### config.mk
export PLATFORM = sky130hd
export DESIGN_NAME = l2_arbiter
export DESIGN_NICKNAME = d
export VERILOG_FILES = /design/src/rtl/l2_arbiter.sv
export SDC_FILE = /design/constraint.sdc
export NUM_CORES = 1
export LEC_CHECK = 0
export ABC_AREA = 1
export BUFFER_PORTS_ARGS = -buffer_cell sky130_fd_sc_hd__buf_2
export CAP_MARGIN = 0
export CORE_AREA = 2 2 541 543
export DETAILED_ROUTE_END_ITERATION = 12
export DIE_AREA = 0 0 543 545
export GPL_TIMING_DRIVEN = 1
export PLACE_DENSITY = 0.3
export SETUP_SLACK_MARGIN = 0.3
export SYNTH_ARGS = -nofsm -noshare
export SYNTH_HDL_FRONTEND = slang
export SYNTH_SLANG_ARGS = --single-unit
### constraint.sdc
create_clock -name clk -period 1.3 [get_ports clk]
set_input_delay 0.13 -clock clk [delete_from_list [all_inputs] [get_ports clk]]
set_output_delay 0.13 -clock clk [all_outputs]
set_load 0.02 [all_outputs]
### src/rtl/l2_arbiter.sv
// Two-requester arbiter in front of the unified L2 port: one L2 transaction per grant,
// round-robin on simultaneous requests, response steered back to the granted L1.
module l2_arbiter #(
  parameter int s_line = 256
) (
  input  logic              clk,
  input  logic              rst,
  input  logic [31:0]       i_addr,
  input  logic              i_read,
  output logic [s_line-1:0] i_rdata,
  output logic              i_resp,
  input  logic [31:0]       d_addr,
  input  logic              d_read,
  input  logic              d_write,
  input  logic [s_line-1:0] d_wdata,
  output logic [s_line-1:0] d_rdata,
  output logic              d_resp,
  output logic [31:0]       l2_address,
  input  logic [s_line-1:0] l2_rdata,
  output logic [s_line-1:0] l2_wdata,
  output logic              l2_read,
  output logic              l2_write,
  input  logic              l2_resp
);

  typedef enum logic [1:0] {IDLE, SERVE_I, SERVE_D, DONE} state_t;

  state_t state_q, state_d;
  logic   last_grant_q, last_grant_d;
  logic   i_req, d_req;

  assign i_req   = i_read;
  assign d_req   = d_read | d_write;
  assign i_rdata = l2_rdata;
  assign d_rdata = l2_rdata;

  always_ff @(posedge clk or posedge rst) begin
    if (rst) begin
      state_q      <= IDLE;
      last_grant_q <= 1'b0;
    end else begin
      state_q      <= state_d;
      last_grant_q <= last_grant_d;
    end
  end

  always_comb begin
    state_d      = state_q;
    last_grant_d = last_grant_q;
    l2_address   = 32'h0;
    l2_wdata     = '0;
    l2_read      = 1'b0;
    l2_write     = 1'b0;
    i_resp       = 1'b0;
    d_resp       = 1'b0;
    case (state_q)
      IDLE: begin
        // On a tie the side that did not win last time goes first.
        if (i_req && d_req) begin
          if (last_grant_q) begin
            state_d      = SERVE_I;
            last_grant_d = 1'b0;
          end else begin
            state_d      = SERVE_D;
            last_grant_d = 1'b1;
          end
        end else if (i_req) begin
          state_d      = SERVE_I;
          last_grant_d = 1'b0;
        end else if (d_req) begin
          state_d      = SERVE_D;
          last_grant_d = 1'b1;
        end
      end
      SERVE_I: begin
        l2_address = i_addr;
        l2_read    = i_read;
        if (l2_resp) begin
          i_resp  = 1'b1;
          state_d = DONE;
        end
      end
      SERVE_D: begin
        l2_address = d_addr;
        l2_read    = d_read;
        l2_write   = d_write;
        l2_wdata   = d_wdata;
        if (l2_resp) begin
          d_resp  = 1'b1;
          state_d = DONE;
        end
      end
      DONE: begin
        // Gap cycle so the finished requester can drop its request before re-arbitration.
        state_d = IDLE;
      end
      default: state_d = IDLE;
    endcase
  end

endmodule

==> flow_summary.toml, run 1 <==
[power]
p_leak_nw = 6.57
internal_power_mw = 11.6
power_density_nw_per_um2 = 1900
clockPowerShare_pct = 1.8
p_switching_mw = 15.8
pwr-share-comb_pct = 97.5
finalPower_mw = 27.4
seqPwrFrac_pct = 0.7
p_sw_share_pct = 57.8
peakVddDrop_mv = 1.74

[global_route]
grt_pass1_vias = 7620
grt_use_met3_pct = 17.3
gr-usage-met1_pct = 7.06
grt_most_used_layer = "met3"
grt_max_degree = 44
overflow = 0
antenna_found_initial = 145
grt_usage_pct = 10.9
grt_pass1_wl_um = 185000
use_met2_pct = 15.2

[timing]
rsz0062_at_grt = "yes"
final_hold_viol_count = 0
slew_violations = 0
period_minus_slack_ps = 1890
setup-violations-final = 294
slew_headroom_pct = 80.1
max_freq_mhz = 529
finalWorstSetupSlack_ps = -592
max_slew.worst_pin.slew_ps = 299
fin_crit_sh_pct = 146
fin_setup_tns_ps = -146980
clock_skew_ps = 0.940

[worst_setup_path]
cp_cell_sequence = "inv_2 > ha_4 > buf_16 > buf_6 > nand2_1 > inv_1 > buf_2"
critPathTopFamily = "buffers and inverters"
critPathCaptureType = "primary output"
crit_required_ps = 1170
cp_max_fo = 17
cp_data_arrival_time_ps = 1760
path_buf_inv = 5
crit_type = "flop to primary output"
cp_slowest_cell = "dfrtp_1"
worst_setup_path_start_kind = "flop"
max_stage_delay_ps = 380

[min_path]
hold_class = "primary input to primary output"

[final_layout]
final_layout_size_suffix_gt1_share_pct = 68.4
utilization_pct = 4.97
nNetsFinal = 1924
area_growth_pct = 117
final_cell_mix = "buf_2, nand2_1, inv_2"
fin_area_um2 = 14400
final_common_cell = "buf_2"

[floorplanning]
dieArea_um2 = 296000
io_pins = 1386
core_um2 = 290000
die_w_um = 543
start_util_pct = 2.28
rows = 198
die_h_um = 545

[clock_network]
htreeDepth = 1
cts_buffer_depth = 2
clkLatencyLatePin_ps = 230
root_buffer = "clkbuf_16"
cts_tree = "built"
cts.clk_slew.worst_paths_ps = 30
numCtsBuffers = 3
numClockSinks = 3

[synthesis]
synth_area_um2 = 6620
synth_top_area_share_pct = 58.1
ys.warnings.count = 0
synthCells = 1201
synth_nets = 1787
yosysTopAreaCell = "buf_4"
synth_area_leaders = "buf_4, nand2_1, inv_1"
synth.distinct_cells = 12
syn-mean-instance-area_um2 = 5.52
ys_seq_area_share_pct = 1.13
ys_ff_latch = 3

[flow_run]
maxCapViolations = 0

[status]
status = "finished with violations"
violations = "negative setup slack"

[detailed_routing]
avgViaCountPerCell = 1.53
ant_nets = 0
wl_um = 170000
wl_per_cell_um = 32.4
drtPass1Iterations = 7
drt_iter0_markers = 521
drc = 0
num_vias = 8025

[placed_design]
dpl.hpwl_um = 163000
gp_congestion = 0.817
dp_slack_ps = -381
place_area_um2 = 13200
port_buffers = 617
==> worst reg2reg max path: stages, from the launching register on <==
cell     delay [ps]
dfrtp_1         350
inv_2            60
buf_4           130
buf_4           130
ha_1            210
inv_1            70
nor2_1           40
nand2_1          60
nand2_1          80
nor2_1          140
nand2_1          80
nand2_1          60
==> cell type report <==
class	instances	area, um^2
Clock buffer	4	78.8
Inverter	265	1010
Antenna cell	16	40.0
Fill cell	34500	276000
Timing Repair Buffer	683	6140
Multi-Input combinational cell	382	2180
Sequential cell	3	75.1
Tap cell	3900	4880
==> synth_stat cells <==
| cell | instances |
|---|---|
| o21ai_0 | 1 |
| buf_1 | 3 |
| ha_1 | 4 |
| nand2_1 | 338 |
| o21bai_1 | 1 |
| a21oi_1 | 33 |
| nor2_1 | 4 |
| inv_1 | 265 |
| buf_2 | 35 |
| buf_4 | 513 |
| nand3_1 | 1 |
| dfrtp_1 | 3 |
==> stage by stage <==
stage	std cells	hold WS, ps
floorplan	1201	-116
global placement	5216	66.8
CTS	5221	260
global route	5243	260
finish	5253	260
detailed placement	5216	64.2
==> what timing repair did <==
action / in CTS / in global routing
setup endpoints to repair: 295 / 295
gates resized for setup: 39 / 238
cloned: 0 / 7
endpoints found under the hold margin: 3 / 0
pin swaps: 0 / 8
hold buffers: 1 / 0
buffers inserted: 0 / 9
==> worst paths after layout <==
check,slack (ps),cells after the start,startpoint,end
max,-590,7,state_q[0]$_DFFE_PP0P_,l2_wdata[154]
min,260,0,l2_rdata[112],i_rdata[112]
max reg2reg,-170,11,state_q[0]$_DFFE_PP0P_,state_q[0]$_DFFE_PP0P_
min reg2reg,510,2,last_grant_q$_DFFE_PP0P_,last_grant_q$_DFFE_PP0P_
max in group asynchronous,680,3,rst,state_q[1]$_DFFE_PP0P_
min in group asynchronous,470,3,rst,last_grant_q$_DFFE_PP0P_
==> sequential cells by signal, summed over array words and instances (netlist names) <==
name          flops
last_grant_q      1
state_q           2
==> per-layer routing <==
metal	part of all wire (%)	wire [um]	vias to the layer above
met3	34	58400	378
met1	22	37300	3163
met5	0.41	704	-
li1	-	-	3127
met2	40	67300	1284
met4	3.8	6410	73
==> logic make-up (layout without fill, tap and decap cells) <==
logic type | count (synthesis) | count (layout) | synth area share (%)
AO/OA/AOI/OAI | 35 | 35 | 2.68
adder cells (fa/ha/maj) | 4 | 4 | 0.756
buffers and inverters | 816 | 952 | 76.0
flip-flops | 3 | 3 | 1.13
other | 0 | 16 | 0
AND/OR/NAND/NOR | 343 | 343 | 19.5
==> power by group through the flow <==
stage	combinational, mW	clock, mW	sequential [mW]
floorplan	12.4	0	0.188
finish	26.7	0.492	0.193
CTS	24.5	0.500	0.196
global placement	24.1	0	0.193
global route	28.6	0.514	0.197
detailed placement	23.9	0	0.193
(Power assumes the default switching activity.)
==> run 2, diff against run 1 <==
--- a/config.mk
+++ b/config.mk
@@ -13,6 +13,7 @@
 export DIE_AREA = 0 0 543 545
 export GPL_TIMING_DRIVEN = 1
 export PLACE_DENSITY = 0.3
+export RECOVER_POWER = 100
 export SETUP_SLACK_MARGIN = 0.3
 export SYNTH_ARGS = -nofsm -noshare
 export SYNTH_HDL_FRONTEND = slang
==> run 2 against run 1 <==
Against the previous run:
- via count about the same
- wire length about the same
- die area unchanged
- hold slack unchanged
- largest power group unchanged
- the run still ends with negative setup slack left
- first-iteration DRC count down 6.0%
- critical path type unchanged
- largest cell class unchanged
- setup slack better by 1.3 ps
==> flow_summary.toml, run 2 (synthesized netlist as in run 1, its figures left out) <==
[status]
status = "finished with violations"
violations = "negative setup slack"

[worst_setup_path]
reg2reg_from = "state_q[0]$_DFFE_PP0P_"
cp_data_arrival_time_ps = 1760
cp_cell_sequence = "inv_2 > ha_4 > buf_16 > buf_6 > nand2_1 > inv_1 > buf_2"
critPathTopFamily = "buffers and inverters"
crit_type = "flop to primary output"
crit_required_ps = 1170
max_stage_delay_ps = 380
path_buf_inv = 5
cp_slowest_cell = "dfrtp_1"
worst_setup_path_start_kind = "flop"
critPathCaptureType = "primary output"
crit_path_start = "state_q[0]$_DFFE_PP0P_"
cp_max_fo = 17

[final_layout]
fill_cells = 34500
final_layout_size_suffix_gt1_share_pct = 68.3
fin_area_um2 = 14400
multi_input_area_um2 = 2180
area_growth_pct = 117
reg_top3 = "state_q (2), last_grant_q (1)"
final_common_cell = "buf_2"
register_area_um2 = 75.1
utilization_pct = 4.97
nNetsFinal = 1924
finish.cell_count_without_fillers = 5254
largest_reg_flops = 2
final_cell_mix = "buf_2, nand2_1, inv_2"
top_register = "state_q"

[detailed_routing]
drt_iter0_markers = 490
wl_um = 170000
drc = 0
num_vias = 8024
avgViaCountPerCell = 1.53
drtPass1Iterations = 7
wl_per_cell_um = 32.4
ant_nets = 0

[global_route]
grt_pass1_wl_um = 185000
overflow = 0
grt_pass1_vias = 7620
grt_usage_pct = 10.9
antenna_found_initial = 145
grt_max_degree = 44

[power]
peakVddDrop_mv = 1.74
power_density_nw_per_um2 = 1900
finalPower_mw = 27.4
p_leak_nw = 6.57

[timing]
fin_crit_sh_pct = 145
rsz0062_at_grt = "yes"
slew_violations = 0
finalWorstSetupSlack_ps = -590
setup-violations-final = 294
final_hold_viol_count = 0
clock_skew_ps = 0.913
max_freq_mhz = 529
period_minus_slack_ps = 1890
slew_headroom_pct = 80.1
max_slew.worst_pin.slew_ps = 299

[placed_design]
place_inst = 5216
dpl.hpwl_um = 163000
port_buffers = 617
gp_congestion = 0.817
place_area_um2 = 13200

[clock_network]
htreeDepth = 1
numClockSinks = 3
cts_buffer_depth = 2
numCtsBuffers = 3
root_buffer = "clkbuf_16"
cts.clk_slew.worst_paths_ps = 30
cts_tree = "built"
clkLatencyLatePin_ps = 230

[floorplanning]
core_um2 = 290000
start_util_pct = 2.28
die_w_um = 543
io_pins = 1386
die_h_um = 545
rows = 198
dieArea_um2 = 296000

[flow_run]
maxCapViolations = 0

[min_path]
hp-start = "l2_rdata[112]"
hold_class = "primary input to primary output"
-- run 2: changes by cell type in the layout (fill, tap and decap cells not counted) --
cell	delta
diode_2	+1
clkbuf_1	+1
buf_2	-1
-- run 2: final cells by class --
class,count,share of cell area [%]
Inverter,265,6.99
Clock buffer,4,0.547
Sequential cell,3,0.521
Multi-Input combinational cell,382,15.2
Tap cell,3900,33.9
Antenna cell,17,0.295
Timing Repair Buffer,683,42.6
-- run 2: per-layer routing --
metal,share of wire [%],vias to the layer above,global-route usage (%)
met5,0.41,-,0.568
met4,3.8,73,3.38
met3,34,378,17.3
met2,40,1277,15.2
met1,22,3167,7.06
li1,-,3129,-
-- run 2: report_power, final --
part | internal [mW] | switching [mW]
Sequential | 0.148 | 0.0447
Clock | 0.405 | 0.0880
Combinational | 11.0 | 15.7
Total | 11.6 | 15.8
-- run 2: stage by stage --
stage | hold WS [ps] | setup slack (ps) | setup TNS, ps
finish | 260 | -590 | -146760
floorplan | -116 | -2.75 | -74.9
global route | 260 | -654 | -166870
global placement | 66.8 | -380 | -79550
CTS | 260 | -630 | -153150
detailed placement | 64.2 | -381 | -80500
-- run 2: worst paths after layout --
path                                       endpoint  slack (ps)  cells past startpoint
min in group asynchronous  last_grant_q$_DFFE_PP0P_         460                      3
max reg2reg                  state_q[0]$_DFFE_PP0P_        -170                     11
min                                    i_rdata[112]         260                      0
max in group asynchronous    state_q[1]$_DFFE_PP0P_         690                      3
min reg2reg                last_grant_q$_DFFE_PP0P_         510                      2
max                                   l2_wdata[154]        -590                      7
-- run 2: timing repair --
action	4_1_cts	5_1_grt
cloned	0	7
setup endpoints to repair	295	295
setup buffers	0	9
pin swaps	0	8
hold buffers	1	0
hold endpoints to repair	3	0
gates resized for setup	39	238
-- run 2: worst register-to-register path: stages (launching register included) --
cell,delay [ps]
dfrtp_1,350
inv_2,60
buf_4,130
buf_4,130
ha_1,210
inv_1,70
nor2_1,40
nand2_1,60
nand2_1,80
nor2_1,140
nand2_1,80
nand2_1,60
==> run 3, diff against run 2 <==
--- a/config.mk
+++ b/config.mk
@@ -12,7 +12,7 @@
 export DETAILED_ROUTE_END_ITERATION = 12
 export DIE_AREA = 0 0 543 545
 export GPL_TIMING_DRIVEN = 1
-export PLACE_DENSITY = 0.3
+export PLACE_DENSITY_LB_ADDON = 0.08
 export RECOVER_POWER = 100
 export SETUP_SLACK_MARGIN = 0.3
 export SYNTH_ARGS = -nofsm -noshare
==> run 3 against run 2 <==
Against the previous run:
- the flow still finishes with violations (negative setup slack)
- cell area up 5.1%
- clock power fell by 1%
- via count fell by 3.1%
- global-route usage decreased by 2.4 points
- combinational power increased by 8.6%
- register-to-register slack gained 40 ps
- wire length shrank 23%
- first-iteration DRC count decreased by 16%
- clock skew is 0.73 ps higher
- critical path depth rose by 2
- final cell count rose by 0.36%
- setup slack got worse by 47 ps
==> flow_summary.toml, run 3 (synthesized netlist as in run 1, its figures left out) <==
[timing]
setup-violations-final = 294
max_freq_mhz = 516
fin_crit_sh_pct = 149
clock_skew_ps = 1.65
rsz0062_at_grt = "yes"
final_hold_viol_count = 0
max_slew.worst_pin.slew_ps = 255
finalWorstSetupSlack_ps = -638
period_minus_slack_ps = 1940
slew_headroom_pct = 83.0
slew_violations = 0

[floorplanning]
dieArea_um2 = 296000
rows = 198
die_h_um = 545
die_w_um = 543
io_pins = 1386
core_um2 = 290000
start_util_pct = 2.28

[final_layout]
reg_top3 = "state_q (2), last_grant_q (1)"
largest_reg_flops = 2
final_common_cell = "buf_2"
finish.cell_count_without_fillers = 5273
utilization_pct = 5.22
fin_area_um2 = 15100
final_layout_size_suffix_gt1_share_pct = 79.8
final_cell_mix = "buf_2, nand2_1, inv_2"
area_growth_pct = 129
nNetsFinal = 1945
top_register = "state_q"

[global_route]
overflow = 0
grt_max_degree = 33
grt_usage_pct = 8.42
grt_pass1_wl_um = 149000
antenna_found_initial = 63
grt_pass1_vias = 8218

[clock_network]
cts.clk_slew.worst_paths_ps = 30
cts_tree = "built"
htreeDepth = 1
root_buffer = "clkbuf_16"
clkLatencyLatePin_ps = 230
cts_buffer_depth = 2
numCtsBuffers = 3
numClockSinks = 3

[worst_setup_path]
cp.depth = 9
endpoint = "l2_wdata[118]"
cp_cell_sequence = "inv_2 > ha_4 > buf_16 > buf_12 > buf_16 > clkbuf_16 > nand2_2 > inv_2 > buf_6"
crit_required_ps = 1170
r2r_slack_ps = -130
path_buf_inv = 7
rr_worst_depth = 9
critPathCaptureType = "primary output"
reg2reg_from = "state_q[0]$_DFFE_PP0P_"
crit_path_start = "state_q[0]$_DFFE_PP0P_"
cp_slowest_cell = "dfrtp_1"
critPathTopFamily = "buffers and inverters"
regToRegEndpoint = "state_q[0]$_DFFE_PP0P_"
max_stage_delay_ps = 380
worst_setup_path_start_kind = "flop"
crit_type = "flop to primary output"
cp_data_arrival_time_ps = 1810
cp_max_fo = 7

[status]
violations = "negative setup slack"
status = "finished with violations"

[detailed_routing]
wl_um = 131000
drt_iter0_markers = 414
drc = 0
wl_per_cell_um = 24.9
num_vias = 7775
drtPass1Iterations = 4
avgViaCountPerCell = 1.47
ant_nets = 0

[power]
finalPower_mw = 29.7
peakVddDrop_mv = 1.01
p_leak_nw = 6.87
power_density_nw_per_um2 = 1960

[flow_run]
maxCapViolations = 0

[min_path]
hold_class = "primary input to flop"

[placed_design]
dpl.hpwl_um = 122000
dp_slack_ps = -582
place_inst = 5209
port_buffers = 617
place_area_um2 = 12600
gp_congestion = 0.817
run 3: cell count changes in the layout (fill, tap and decap cells not counted), sizes merged:
cell	delta
inv	-2
buf	+40
diode	-2
clkinv	+2
clkbuf	-19
run 3: worst register-to-register path, delay by kind of cell (launching register included):
family	cells	cell delay, ps
adder cells (fa/ha/maj)	1	200
buffers and inverters	3	340
flip-flops	1	380
AND/OR/NAND/NOR	5	430
run 3: cell type report:
class	count	area, um^2
fillers	34600	275000
repair buffers	704	6450
well taps	3900	4880
multi-input cells	382	2600
inverters	265	1020
clock buffers	4	78.8
flip-flops and latches	3	76.3
diodes	15	37.5
run 3: where the power goes:
part           internal, mW  total [mW]  switching, mW
registers             0.151       0.196         0.0455
logic                  12.6        29.0           16.5
clock network         0.404       0.486         0.0818
total                  13.1        29.7           16.6
run 3: per-layer routing:
| metal | share of wire, % | track usage [%] |
|---|---|---|
| met5 | 0.044 | 0.0487 |
| met4 | 5.0 | 4.00 |
| met3 | 27 | 10.1 |
| met2 | 40 | 11.7 |
| met1 | 28 | 7.12 |
run 3: worst min path at each step:
stage,slack [ps],end,startpoint,depth (start not counted)
global route,260,i_rdata[57],l2_rdata[57],0
finish,260,last_grant_q$_DFFE_PP0P_,i_read,4
detailed placement,40,last_grant_q$_DFFE_PP0P_,rst,2
floorplan,-120,last_grant_q$_DFFE_PP0P_,rst,1
CTS,260,i_rdata[252],l2_rdata[252],0
global placement,30,state_q[0]$_DFFE_PP0P_,rst,2
run 3: repair_timing:
item,in CTS,in global routing
gates cloned,8,5
setup endpoints to repair,295,295
hold endpoints to repair,3,0
pin swaps,10,8
buffers inserted,25,6
resized for setup,374,239
hold buffers,1,0
run 3: through the flow:
stage | hold WS [ps] | TNS (ps)
detailed placement | 37.5 | -98540
finish | 259 | -146880
floorplan | -116 | -74.9
global placement | 33.0 | -101220
CTS | 260 | -161330
global route | 260 | -173180
